**src/rtl/alu_pkg.sv**
```systemverilog
// Shared operation encodings for the signed add/subtract pipeline.
package alu_pkg;

    localparam logic [1:0] OP_ADD  = 2'b00;
    localparam logic [1:0] OP_SUB  = 2'b01;
    localparam logic [1:0] OP_ADDS = 2'b10;
    localparam logic [1:0] OP_SUBS = 2'b11;

endpackage

```
**src/rtl/addsub_segment.sv**
```systemverilog
// Combinational slice adder: one bit slice of the operands plus an incoming carry.
module addsub_segment #(
    parameter int SW = 8
) (
    input  logic [SW-1:0] a,
    input  logic [SW-1:0] b,
    input  logic          cin,
    output logic [SW-1:0] sum,
    output logic          cout
);

    logic [SW:0] total_s;

    assign total_s = {1'b0, a} + {1'b0, b} + {{SW{1'b0}}, cin};
    assign sum     = total_s[SW-1:0];
    assign cout    = total_s[SW];

endmodule

```
**src/rtl/signed_addsub_pipe.sv**
```systemverilog
// Segmented-carry signed add/subtract pipeline with optional saturation and
// a sticky overflow flag; one slice of the sum is resolved per stage.
module signed_addsub_pipe
    import alu_pkg::*;
#(
    parameter int WIDTH  = 16,
    parameter int STAGES = 2
) (
    input  logic             clk,
    input  logic             rst,
    input  logic             in_valid,
    output logic             in_ready,
    input  logic [WIDTH-1:0] x,
    input  logic [WIDTH-1:0] y,
    input  logic [1:0]       op,
    output logic             out_valid,
    input  logic             out_ready,
    output logic [WIDTH-1:0] s,
    output logic             overflow,
    output logic             negative,
    output logic             zero,
    output logic             cout,
    input  logic             clr_sticky,
    output logic             ovf_sticky
);

    localparam int SW   = WIDTH / STAGES;
    localparam int LAST = STAGES - 1;

    // Inter-stage registers; entry k holds the state leaving stage k.
    logic             pv_r   [STAGES];
    logic [1:0]       pop_r  [STAGES];
    logic [WIDTH-1:0] px_r   [STAGES];
    logic [WIDTH-1:0] pym_r  [STAGES];
    logic [WIDTH-1:0] psum_r [STAGES];
    logic             pc_r   [STAGES];

    // Values presented to each stage's slice adder.
    logic             sv_s     [STAGES];
    logic [1:0]       sop_s    [STAGES];
    logic [WIDTH-1:0] sx_s     [STAGES];
    logic [WIDTH-1:0] sym_s    [STAGES];
    logic [WIDTH-1:0] ssum_s   [STAGES];
    logic             sc_s     [STAGES];
    logic [SW-1:0]    seg_sum_s[STAGES];
    logic             seg_c_s  [STAGES];
    logic [WIDTH-1:0] merged_s [STAGES];

    logic [WIDTH-1:0] raw_s;
    logic [WIDTH-1:0] fin_s;
    logic             ovf_s;
    logic             sat_s;
    logic             stall_s;
    logic             adv_s;

    logic             out_valid_r;
    logic [WIDTH-1:0] s_r;
    logic             overflow_r;
    logic             negative_r;
    logic             zero_r;
    logic             cout_r;
    logic             sticky_r;

    function automatic logic [WIDTH-1:0] sat_value(input logic neg);
        return {neg, {(WIDTH-1){~neg}}};
    endfunction

    assign stall_s    = out_valid_r && !out_ready;
    assign adv_s      = !stall_s;
    assign in_ready   = adv_s;
    assign out_valid  = out_valid_r;
    assign s          = s_r;
    assign overflow   = overflow_r;
    assign negative   = negative_r;
    assign zero       = zero_r;
    assign cout       = cout_r;
    assign ovf_sticky = sticky_r;

    // Stage inputs: stage 0 from the ports (subtract folds into ~y plus carry-in), later stages from registers.
    always_comb begin
        sv_s[0]   = in_valid;
        sop_s[0]  = op;
        sx_s[0]   = x;
        ssum_s[0] = '0;
        case (op)
            OP_SUB, OP_SUBS: begin
                sym_s[0] = ~y;
                sc_s[0]  = 1'b1;
            end
            OP_ADD, OP_ADDS: begin
                sym_s[0] = y;
                sc_s[0]  = 1'b0;
            end
            default: begin
                sym_s[0] = y;
                sc_s[0]  = 1'b0;
            end
        endcase
        for (int k = 1; k < STAGES; k++) begin
            sv_s[k]   = pv_r[k-1];
            sop_s[k]  = pop_r[k-1];
            sx_s[k]   = px_r[k-1];
            sym_s[k]  = pym_r[k-1];
            ssum_s[k] = psum_r[k-1];
            sc_s[k]   = pc_r[k-1];
        end
    end

    for (genvar g = 0; g < STAGES; g++) begin : g_seg
        addsub_segment #(.SW(SW)) u_seg (
            .a    (sx_s[g][g*SW +: SW]),
            .b    (sym_s[g][g*SW +: SW]),
            .cin  (sc_s[g]),
            .sum  (seg_sum_s[g]),
            .cout (seg_c_s[g])
        );
    end

    // Splice each stage's freshly computed slice into the partial sum it carries.
    always_comb begin
        for (int k = 0; k < STAGES; k++) begin
            merged_s[k]               = ssum_s[k];
            merged_s[k][k*SW +: SW]   = seg_sum_s[k];
        end
    end

    // Overflow uses the effective addend sign, which covers both add and subtract.
    always_comb begin
        raw_s = merged_s[LAST];
        ovf_s = (sx_s[LAST][WIDTH-1] == sym_s[LAST][WIDTH-1]) &&
                (raw_s[WIDTH-1] != sx_s[LAST][WIDTH-1]);
        case (sop_s[LAST])
            OP_ADDS, OP_SUBS: sat_s = 1'b1;
            OP_ADD,  OP_SUB:  sat_s = 1'b0;
            default:          sat_s = 1'b0;
        endcase
        if (sat_s && ovf_s) begin
            fin_s = sat_value(sx_s[LAST][WIDTH-1]);
        end else begin
            fin_s = raw_s;
        end
    end

    // Pipeline advance; everything freezes while the output is stalled.
    always_ff @(posedge clk or posedge rst) begin
        if (rst) begin
            out_valid_r <= 1'b0;
            s_r         <= '0;
            overflow_r  <= 1'b0;
            negative_r  <= 1'b0;
            zero_r      <= 1'b0;
            cout_r      <= 1'b0;
            for (int k = 0; k < STAGES; k++) begin
                pv_r[k]   <= 1'b0;
                pop_r[k]  <= 2'b00;
                px_r[k]   <= '0;
                pym_r[k]  <= '0;
                psum_r[k] <= '0;
                pc_r[k]   <= 1'b0;
            end
        end else if (adv_s) begin
            for (int k = 0; k < LAST; k++) begin
                pv_r[k]   <= sv_s[k];
                pop_r[k]  <= sop_s[k];
                px_r[k]   <= sx_s[k];
                pym_r[k]  <= sym_s[k];
                psum_r[k] <= merged_s[k];
                pc_r[k]   <= seg_c_s[k];
            end
            out_valid_r <= sv_s[LAST];
            if (sv_s[LAST]) begin
                s_r        <= fin_s;
                overflow_r <= ovf_s;
                negative_r <= fin_s[WIDTH-1];
                zero_r     <= (fin_s == '0);
                cout_r     <= seg_c_s[LAST];
            end
        end
    end

    // Sticky overflow: a delivered overflow outranks a simultaneous clear.
    always_ff @(posedge clk or posedge rst) begin
        if (rst) begin
            sticky_r <= 1'b0;
        end else if (out_valid_r && out_ready && overflow_r) begin
            sticky_r <= 1'b1;
        end else if (clr_sticky) begin
            sticky_r <= 1'b0;
        end
    end

endmodule

```
**config.mk**
```make
export PLATFORM = sky130hd
export DESIGN_NAME = signed_addsub_pipe
export DESIGN_NICKNAME = d
export VERILOG_FILES = /design/src/rtl/alu_pkg.sv /design/src/rtl/addsub_segment.sv /design/src/rtl/signed_addsub_pipe.sv
export SDC_FILE = /design/constraint.sdc
export NUM_CORES = 1
export LEC_CHECK = 0
export CAP_MARGIN = 20
export CORE_AREA = 2 2 67 84
export CTS_BUF_LIST = sky130_fd_sc_hd__clkbuf_8
export DETAILED_ROUTE_END_ITERATION = 10
export DIE_AREA = 0 0 69 86
export GPL_TIMING_DRIVEN = 0
export MAX_ROUTING_LAYER = met4
export PLACE_DENSITY_LB_ADDON = 0.15
export SYNTH_ARGS = -nofsm -noshare
export SYNTH_HDL_FRONTEND = slang
export SYNTH_SLANG_ARGS = --single-unit
```
**constraint.sdc**
```tcl
create_clock -name clk -period 3.75 [get_ports clk]
set_input_delay 0.75 -clock clk [delete_from_list [all_inputs] [get_ports clk]]
set_output_delay 0.75 -clock clk [all_outputs]
set_load 0.005 [all_outputs]
```
Word-level counts from Yosys, hierarchy flattened
Index checks and enable logic that the tools add are counted.
Widths: inputs -> output; s select.
{"block": "op_classes", "multipliers": 0, "n_reduce_logical": 16, "n_eq_ne": 8, "magnitude_cmp": 0, "n_bitwise": 3, "div_mod_pow": 0, "add_sub_neg": 4, "muxes": 6, "n_shift": 0}
{"operator": "$pmux 16 s2", "n": 1}
{"operator": "$add 8x8->9", "n": 2}
{"operator": "$add 9x1->9", "n": 2}
{"operator": "$logic_not 16->1", "n": 1}
{"operator": "$mux 16", "n": 1}
{"operator": "$not 16->16", "n": 1}
{"operator": "$eq 2x2->1 const B", "n": 4}
{"operator": "$reduce_or 2->1", "n": 4}
{"operator": "$logic_and 1x1->1", "n": 5}
{"operator": "$eq 2x1->1 const B", "n": 2}
{"operator": "$logic_not 2->1", "n": 2}
{"operator": "$pmux 1 s2", "n": 2}
{"operator": "$logic_not 1->1", "n": 2}
{"operator": "$mux 1", "n": 2}
{"operator": "$not 1->1", "n": 2}
{"operator": "$reduce_and 2->1", "n": 1}
{"operator": "$reduce_bool 2->1", "n": 1}
{"operator": "$eq 1x1->1", "n": 1}
{"operator": "$ne 1x1->1", "n": 1}
{"block": "totals", "mem_bits_ro": 0, "latchBits": 0, "memories": 0, "register_bits": 66, "mem_bits_rw": 0, "input_bits": 39}

Depth between registers and ports, before layout
Gate-level depths: netlist of the first run.
{"block": "depth", "word_depth": 7, "ltp_mapped": 10, "mapped_depth_nobuf": 9}

By module
From an unflattened synthesis of the first run, not the netlist that was laid out.
{"block": "hier_totals", "cells_unflattened": 308, "area_unflattened_um2": 2758.9}
{"mod": "signed_addsub_pipe", "area_per_inst_um2": 2095.8, "cells_each": 228, "seq_area_each_um2": 1201.2, "n_inst": 1}
{"mod": "addsub_segment", "area_per_inst_um2": 331.6, "cells_each": 40, "seq_area_each_um2": 0.0, "n_inst": 2}

Worst setup path before layout of the first run
OpenSTA, ideal clock, no wires.
{"block": "synth_timing", "kind": "input-to-reg", "from": "in op[0]", "to": "reg pc_r[1] in the netlist's numbering", "required_ps": 3614, "t_arrival_ps": 2822, "path_stages": 10, "path_buffers": 2, "setup_slack_ps": 792, "setup_time_ps": 136, "cell_sequence": "buf_2 buf_2 xor2_1 fa_1 a21o_1 a21oi_1 o21bai_1 a21o_1 a2111oi_0 nor3_1"}
{"block": "synth_via", "elab_chain_cells": 5, "elab_cells_between_ends": 10}
{"item": "from (decl)", "line_no": "signed_addsub_pipe.sv:15", "rtl": "input logic [1:0] op,"}
{"item": "$eq 2x2->1, or another cell as far along", "line_no": "signed_addsub_pipe.sv:85", "rtl": "case (op)"}
{"item": "$reduce_or 2->1", "line_no": "signed_addsub_pipe.sv:85"}
{"item": "$pmux 16 s2", "line_no": "signed_addsub_pipe.sv:85"}
{"item": "$add 8x8->9", "line_no": "addsub_segment.sv:14", "rtl": "assign total_s = {1'b0, a} + {1'b0, b} + {{SW{1'b0}}, cin};"}
{"item": "$add 9x1->9 *", "line_no": "addsub_segment.sv:14"}
{"item": "to (signal, indexed assignment)", "line_no": "signed_addsub_pipe.sv:168", "rtl": "pc_r[k] <= seg_c_s[k];"}
{"item": "to (decl)", "line_no": "signed_addsub_pipe.sv:36", "rtl": "logic pc_r [STAGES];"}
Every way passes the cells marked *; elsewhere a longest branch is shown, timed or not.
A chain may end at the register's enable or synchronous reset.

Worst setup path after layout of the first run
{"block": "layout_timing", "from": "in out_ready", "to": "out in_ready"}
{"block": "layout_via", "elab_chain_cells": 3}
{"item": "from (decl)", "line_no": "signed_addsub_pipe.sv:17", "rtl": "input logic out_ready,"}
{"item": "$logic_not 1->1", "line_no": "signed_addsub_pipe.sv:68", "rtl": "assign stall_s = out_valid_r && !out_ready;"}
{"item": "$logic_and 1x1->1", "line_no": "signed_addsub_pipe.sv:68"}
{"item": "$logic_not 1->1", "line_no": "signed_addsub_pipe.sv:69", "rtl": "assign adv_s = !stall_s;"}
{"item": "to (decl)", "line_no": "signed_addsub_pipe.sv:12", "rtl": "output logic in_ready,"}
No other way between the ends.

==> results.json, run 1 <==
{
  "reg2reg_depth": 9,
  "synth_mux_area_share_pct": 1.19,
  "grt_pass1_vias": 2163,
  "dr.pass1.iters": 4,
  "met2_usage_pct": 35.8,
  "place_area_um2": 3430,
  "holdBufCountCts": 0,
  "drive_gt1_share_pct": 10.7,
  "global_route.overflow_total": 0,
  "fin_crit_ns": 3.31,
  "ys_warn_count": 0,
  "synth-compound-area-share_pct": 22.0,
  "end_kind": "primary output",
  "synth_top_family_by_area": "compound AO/OA/AOI/OAI gates",
  "die_y_um": 86,
  "status": "complete, no violations",
  "final_cell_area_um2": 3510,
  "use_met3_pct": 4.11,
  "post_cts_buffers": 0,
  "max_freq_ghz": 0.302,
  "syn_nets": 335,
  "synth-simple-area-share_pct": 12.5,
  "timing.final.hold_violations": 0,
  "antennaDiodeCount": 0,
  "slowest_stage": "clkdlybuf4s50_1",
  "p_per_area_nw_per_um2": 538,
  "drt_first_iter_violations": 150,
  "cp_cell_sequence": "clkdlybuf4s50_1 -> nor2b_1 -> buf_2 -> inv_2 -> clkbuf_1 -> clkdlybuf4s50_1",
  "area.growth.synth_to_final_pct": 28.4,
  "nets": 403,
  "globalRouteTotalUtil_pct": 21.4,
  "row_count": 29,
  "synth_seq_cells": 48,
  "min_to": "px_r[30]$_DFFE_PP0N_",
  "cts_sinks": 48,
  "initial_core_util_pct": 53.8,
  "finalSetupTns_ns": 0,
  "root_buffer": "clkbuf_8",
  "detailed_place_hpwl_um": 4620,
  "path_class": "in -> out",
  "clock_latency_ns": 0.30,
  "io_pins": 62,
  "critPathMaxFanout": 10,
  "syn_area_per_cell_um2": 9.80,
  "rr_endpoint": "zero$_DFFE_PP0P_",
  "cts.clk_slew.worst_paths_ns": 0.08,
  "slowest_delay_ns": 0.59,
  "dieArea_um2": 5930,
  "vias": 2237,
  "hold_start": "px_r[30]$_DFFE_PP0N_",
  "grt_setup_unrepaired": "no",
  "min_path_type": "reg -> reg",
  "antenna_found_initial": 0,
  "drv_slew": 0,
  "skew_ns": 0.00392,
  "antenna_left": 0,
  "core_um2": 5080,
  "min_delay_path_depth": 2,
  "synth_cell_types": 41,
  "avgRoutedWirePerCell_um": 13.9,
  "port_buffers": 60,
  "cts_tree": "done",
  "gp_congestion": 0.903,
  "slew_headroom_pct": 68.9,
  "crit_arrival_ns": 2.56,
  "netlist_area_um2": 2730,
  "ys_seq_area_share_pct": 43.9,
  "cp_common_cell": "clkdlybuf4s50_1",
  "syn_inst": 279,
  "tightest_slew_ns": 0.465,
  "reg2reg_from": "pc_r[1]$_DFFE_PP0N_",
  "critPathRequiredTime_ns": 3.00,
  "grt.busiest_layer": "met2",
  "maxCapViolCount": 0,
  "fp.dieW_um": 69,
  "drt-total-wl_um": 5700,
  "worst_setup_path_start_kind": "input pin",
  "ir_drop_uv": 254,
  "synthXorXnorAreaFrac_pct": 8.01,
  "ctsResizeCount": 0,
  "synth_fa_ha_area_share_pct": 8.60,
  "cts_buffers": 5,
  "grt_pass1_wl_um": 9870,
  "grt_max_degree": 29,
  "rrSetupSlack_ns": 1.13,
  "p_leak_uw": 0.00151,
  "setup_violations": 0,
  "clock_path_buffers": 2,
  "htreeDepth": 2,
  "viasPerCell": 5.47,
  "drc": 0,
  "fin_crit_sh_pct": 88.2,
  "gr-usage-met1_pct": 25.6
}
cells in the final DEF (no fill, tap or decap), drive strengths merged, types with 2 or more instances in the layout:
cell type      instances
o21a                   6
nor2b                  2
fa                     3
nor4                   2
a2111oi                2
a211oi                 3
a21oi                 15
o21ai                 25
mux2                   2
nand2b                 2
o31a                   2
nor2                  14
nor3                   8
a21o                   3
clkdlybuf4s50         60
o221a                 11
nand3                  3
ha                    14
xor2                  14
o211ai                 4
buf                    9
o21bai                 5
xnor2                 11
clkbuf                11
nand2                 49
inv                   11
dfrtp                 48
cell usage after synthesis, drive strengths merged:
cell,number,area share (%)
nor3,8,1.5
o211ai,4,1.1
fa,3,2.2
a21o,3,0.82
clkbuf,6,0.82
dfrtp,48,44
nand3,3,0.55
inv,10,1.4
nand2b,2,0.46
o31ai,1,0.27
nand2,49,6.7
o21a,6,1.7
o31a,2,0.64
o21bai,5,1.4
o221a,11,4.5
a2111oi,2,1.3
nor2b,2,0.46
nor2,14,1.9
mux2i,1,0.37
o41ai,1,0.60
a21oi,15,3.2
o21ai,25,4.7
ha,14,6.4
xnor2,11,3.5
xor2,14,4.5
nor4,2,0.46
a211oi,3,1.3
a21boi,1,0.27
buf,8,1.6
a31oi,1,0.23
mux2,2,0.82
and2,1,0.23
or2,1,0.23
cell type report:
cell class	count	area (um^2)
plain buffers	14	65.1
clock buffers	5	68.8
clock inverters	2	8.76
fillers	420	1570
inverters	10	37.5
multi-input cells	207	1430
flip-flops and latches	48	1200
well taps	62	77.6
repair buffers	61	621
power by group:
part	switching [uW]	leakage (uW)	total, uW	internal [uW]
Clock	165	0.0000452	289	124
Sequential	103	0.000565	772	669
Combinational	362	0.000897	826	463
kinds of logic after synthesis:
| family | Yosys count |
|---|---|
| AND/OR/NAND/NOR | 82 |
| AO/OA/AOI/OAI | 80 |
| flip-flops | 48 |
| XOR/XNOR | 25 |
| buffers and inverters | 24 |
| adder cells (fa/ha/maj) | 17 |
| multiplexers | 3 |
state kept, by name, indices dropped and copies added, names as in the netlist, 8 cells and up:
signal,count
px_r,8
pym_r,8
merged_s,8
s,16
worst max-delay path by stage:
stage	endpoint	slack (ns)	startpoint
2_1_floorplan	pc_r[1]$_DFFE_PP0N_	0.79	op[0]
3_3_place_gp	pc_r[1]$_DFFE_PP0N_	0.42	y[0]
3_5_place_dp	pc_r[1]$_DFFE_PP0N_	0.39	y[0]
4_1_cts	in_ready	0.44	out_ready
5_1_grt	in_ready	0.33	out_ready
6_report	in_ready	0.44	out_ready
through the flow:
step           total power (uW)  util (%)  instances  hold slack (ns)  setup slack (ns)
3_5_place_dp               1610      67.6        402            0.464             0.388
5_1_grt                    2020      69.1        409            0.501             0.331
3_3_place_gp               1590      67.2        401            0.459             0.423
2_1_floorplan              1240         -        279            0.443             0.792
4_1_cts                    1900      69.1        409            0.482             0.441
6_report                   1890      69.1        409            0.479             0.444
critical path, delay by kind of cell:
| family | cells | cell delay [ns] |
|---|---|---|
| AND/OR/NAND/NOR | 1 | 0.05 |
| buffers and inverters | 5 | 1.75 |
routing by layer:
| layer | vias up | routed length (um) |
|---|---|---|
| met5 | - | 0 |
| met4 | 0 | 121 |
| met3 | 9 | 286 |
| met2 | 78 | 2850 |
| met1 | 1039 | 2440 |
| li1 | 1111 | - |
Note: power is estimated with default switching activity, not from simulation.
==> run 2: changes to the inputs <==
==> constraint.sdc (replaced) <==
create_clock -name clk -period 4.06 [get_ports clk]
set_input_delay 0.812 -clock clk [delete_from_list [all_inputs] [get_ports clk]]
set_output_delay 0.812 -clock clk [all_outputs]
set_load 0.005 [all_outputs]
==> results of run 2 <==
Same layout as run 1 (identical final DEF). Status: complete, no violations.
Among the figures that moved: setup slack after placement 0.388 ns -> 0.636 ns; setup slack after layout 0.444 ns -> 0.630 ns; register-to-register setup slack 1.13 ns -> 1.44 ns; total power 1890 uW -> 1740 uW; worst IR drop on VDD 254 uV -> 235 uV
==> edit, RTL diff (config.mk and constraints of run 1) <==
Reset style: synchronous (`rst`), changed in 2 clocked blocks.
--- a/src/rtl/signed_addsub_pipe.sv
+++ b/src/rtl/signed_addsub_pipe.sv
@@ -142,7 +142,7 @@
     end
 
     // Pipeline advance; everything freezes while the output is stalled.
-    always_ff @(posedge clk or posedge rst) begin
+    always_ff @(posedge clk) begin
         if (rst) begin
             out_valid_r <= 1'b0;
             s_r         <= '0;
@@ -179,7 +179,7 @@
     end
 
     // Sticky overflow: a delivered overflow outranks a simultaneous clear.
-    always_ff @(posedge clk or posedge rst) begin
+    always_ff @(posedge clk) begin
         if (rst) begin
             sticky_r <= 1'b0;
         end else if (out_valid_r && out_ready && overflow_r) begin
Behaviour: differs if rst is asserted again (counterexample within 4 cycles, from zero or initial values and one cycle with rst high); with rst held inactive, the same outputs for 10 cycles.
==> edit against run 1 <==
Fmax increased by 9.5%. Via count decreased by 9.4%. Die area unchanged. Routed wire length decreased by 13%. Count of clock-buffer cells in the layout unchanged. Hold slack got worse by 0.0061 ns. Sequential cell count unchanged. Area after synthesis decreased by 1.3%. Non-clock buffer count decreased by 3. Final area decreased by 0.64%. Cell count decreased by 4.2%. Setup slack improved by 0.29 ns. Critical endpoint is now psum_r[0][6]$_SDFFCE_PN0P_. Highest routed layer unchanged.
Power is not compared: it rests on default switching activity, and its combinational part moved more than twofold at a synthesized area within 25%.
==> edit: results <==
export IMPL_fin_cells=392
export IMPL_reg2reg_from="pc_r[0]$_SDFFCE_PN0P_"
export IMPL_grt_max_degree=28
export IMPL_cp_max_fo=9
export IMPL_cp_arrival_ns=3.15
export IMPL_hold_ws_ns=0.472
export IMPL_worstMarginPinSlew_ns=0.606
export IMPL_met1_usage=0.208
export IMPL_synth_edf_count=27
export IMPL_gp_congestion=0.904
export IMPL_status="complete, no violations"
export IMPL_hpwl_um=3960
export IMPL_placed_cell_area_um2=3380
export IMPL_r2r_cells=8
export IMPL_holdCritStartpoint="ovf_sticky$_SDFFE_PP0P_"
export IMPL_crit_slowest_cell="fa_1"
export IMPL_ys_seq_area_frac=0.456
export IMPL_syn_num_nets=318
export IMPL_worstHoldEndpoint="ovf_sticky$_SDFFE_PP0P_"
export IMPL_post_place_ws_ns=0.402
export IMPL_r2r_end="s[13]$_SDFFE_PP0P_"
export IMPL_grt_pass1_wl_um=8380
export IMPL_grt_use_met3=0.0388
export IMPL_ys_top_cells_by_area="edfxtp_1, dfxtp_1, ha_1"
export IMPL_syn_area_per_cell_um2=10.3
export IMPL_vias=2026
export IMPL_fin_skew_ns=0.00682
export IMPL_grt_pass1_vias=1933
export IMPL_max_stage_delay_ns=0.45
export IMPL_grtUsageTotal=0.181
export IMPL_crit_family="compound AO/OA/AOI/OAI gates"
export IMPL_reg2reg_slack_ns=1.34
export IMPL_avgRoutedWirePerCell_um=12.7
export IMPL_dp_cells=384
[edit: cell count changes after synthesis, moves of 11 or more]
cell / run 1 / this run
dfxtp_1: 0 / 21
and2_1: 1 / 12
nand2_1: 49 / 14
dfrtp_1: 48 / 0
edfxtp_1: 0 / 27
nor2_1: 14 / 43
o221a_2: 11 / 0
o21ai_0: 21 / 8
[edit: cell type report]
| class | instances | area (um^2) |
|---|---|---|
| Clock inverter | 3 | 41.3 |
| Timing Repair Buffer | 60 | 601 |
| Sequential cell | 48 | 1230 |
| Multi-Input combinational cell | 197 | 1380 |
| Tap cell | 62 | 77.6 |
| Clock buffer | 5 | 68.8 |
| Fill cell | 426 | 1590 |
| Inverter | 5 | 18.8 |
| Buffer | 12 | 73.8 |
[edit: layer usage]
metal | routed length (um) | up-vias
li1 | - | 1049
met1 | 2220 | 912
met2 | 2450 | 57
met3 | 213 | 8
met4 | 101 | 0
met5 | 0 | -
[edit: logic make-up after synthesis]
kind of cell | Yosys count | share of synthesized area
compound gates | 51 | 0.148
xor+xnor | 27 | 0.0876
fa+ha+maj | 17 | 0.0872
buf+inv | 17 | 0.0343
flops | 48 | 0.456
mux | 2 | 0.00973
simple gates | 100 | 0.177
[edit: how the worst max path moves through the flow]
stage / endpoint / start / slack, ns / cells past startpoint
after floorplan: pc_r[0]$_SDFFCE_PN0P_ / op[0] / 0.75 / 10
after global placement: psum_r[0][6]$_SDFFCE_PN0P_ / op[0] / 0.47 / 10
after detailed placement: psum_r[0][6]$_SDFFCE_PN0P_ / op[0] / 0.40 / 10
after CTS: psum_r[0][6]$_SDFFCE_PN0P_ / op[0] / 0.69 / 10
after global routing: psum_r[0][6]$_SDFFCE_PN0P_ / op[0] / 0.40 / 10
final: psum_r[0][6]$_SDFFCE_PN0P_ / op[0] / 0.73 / 10
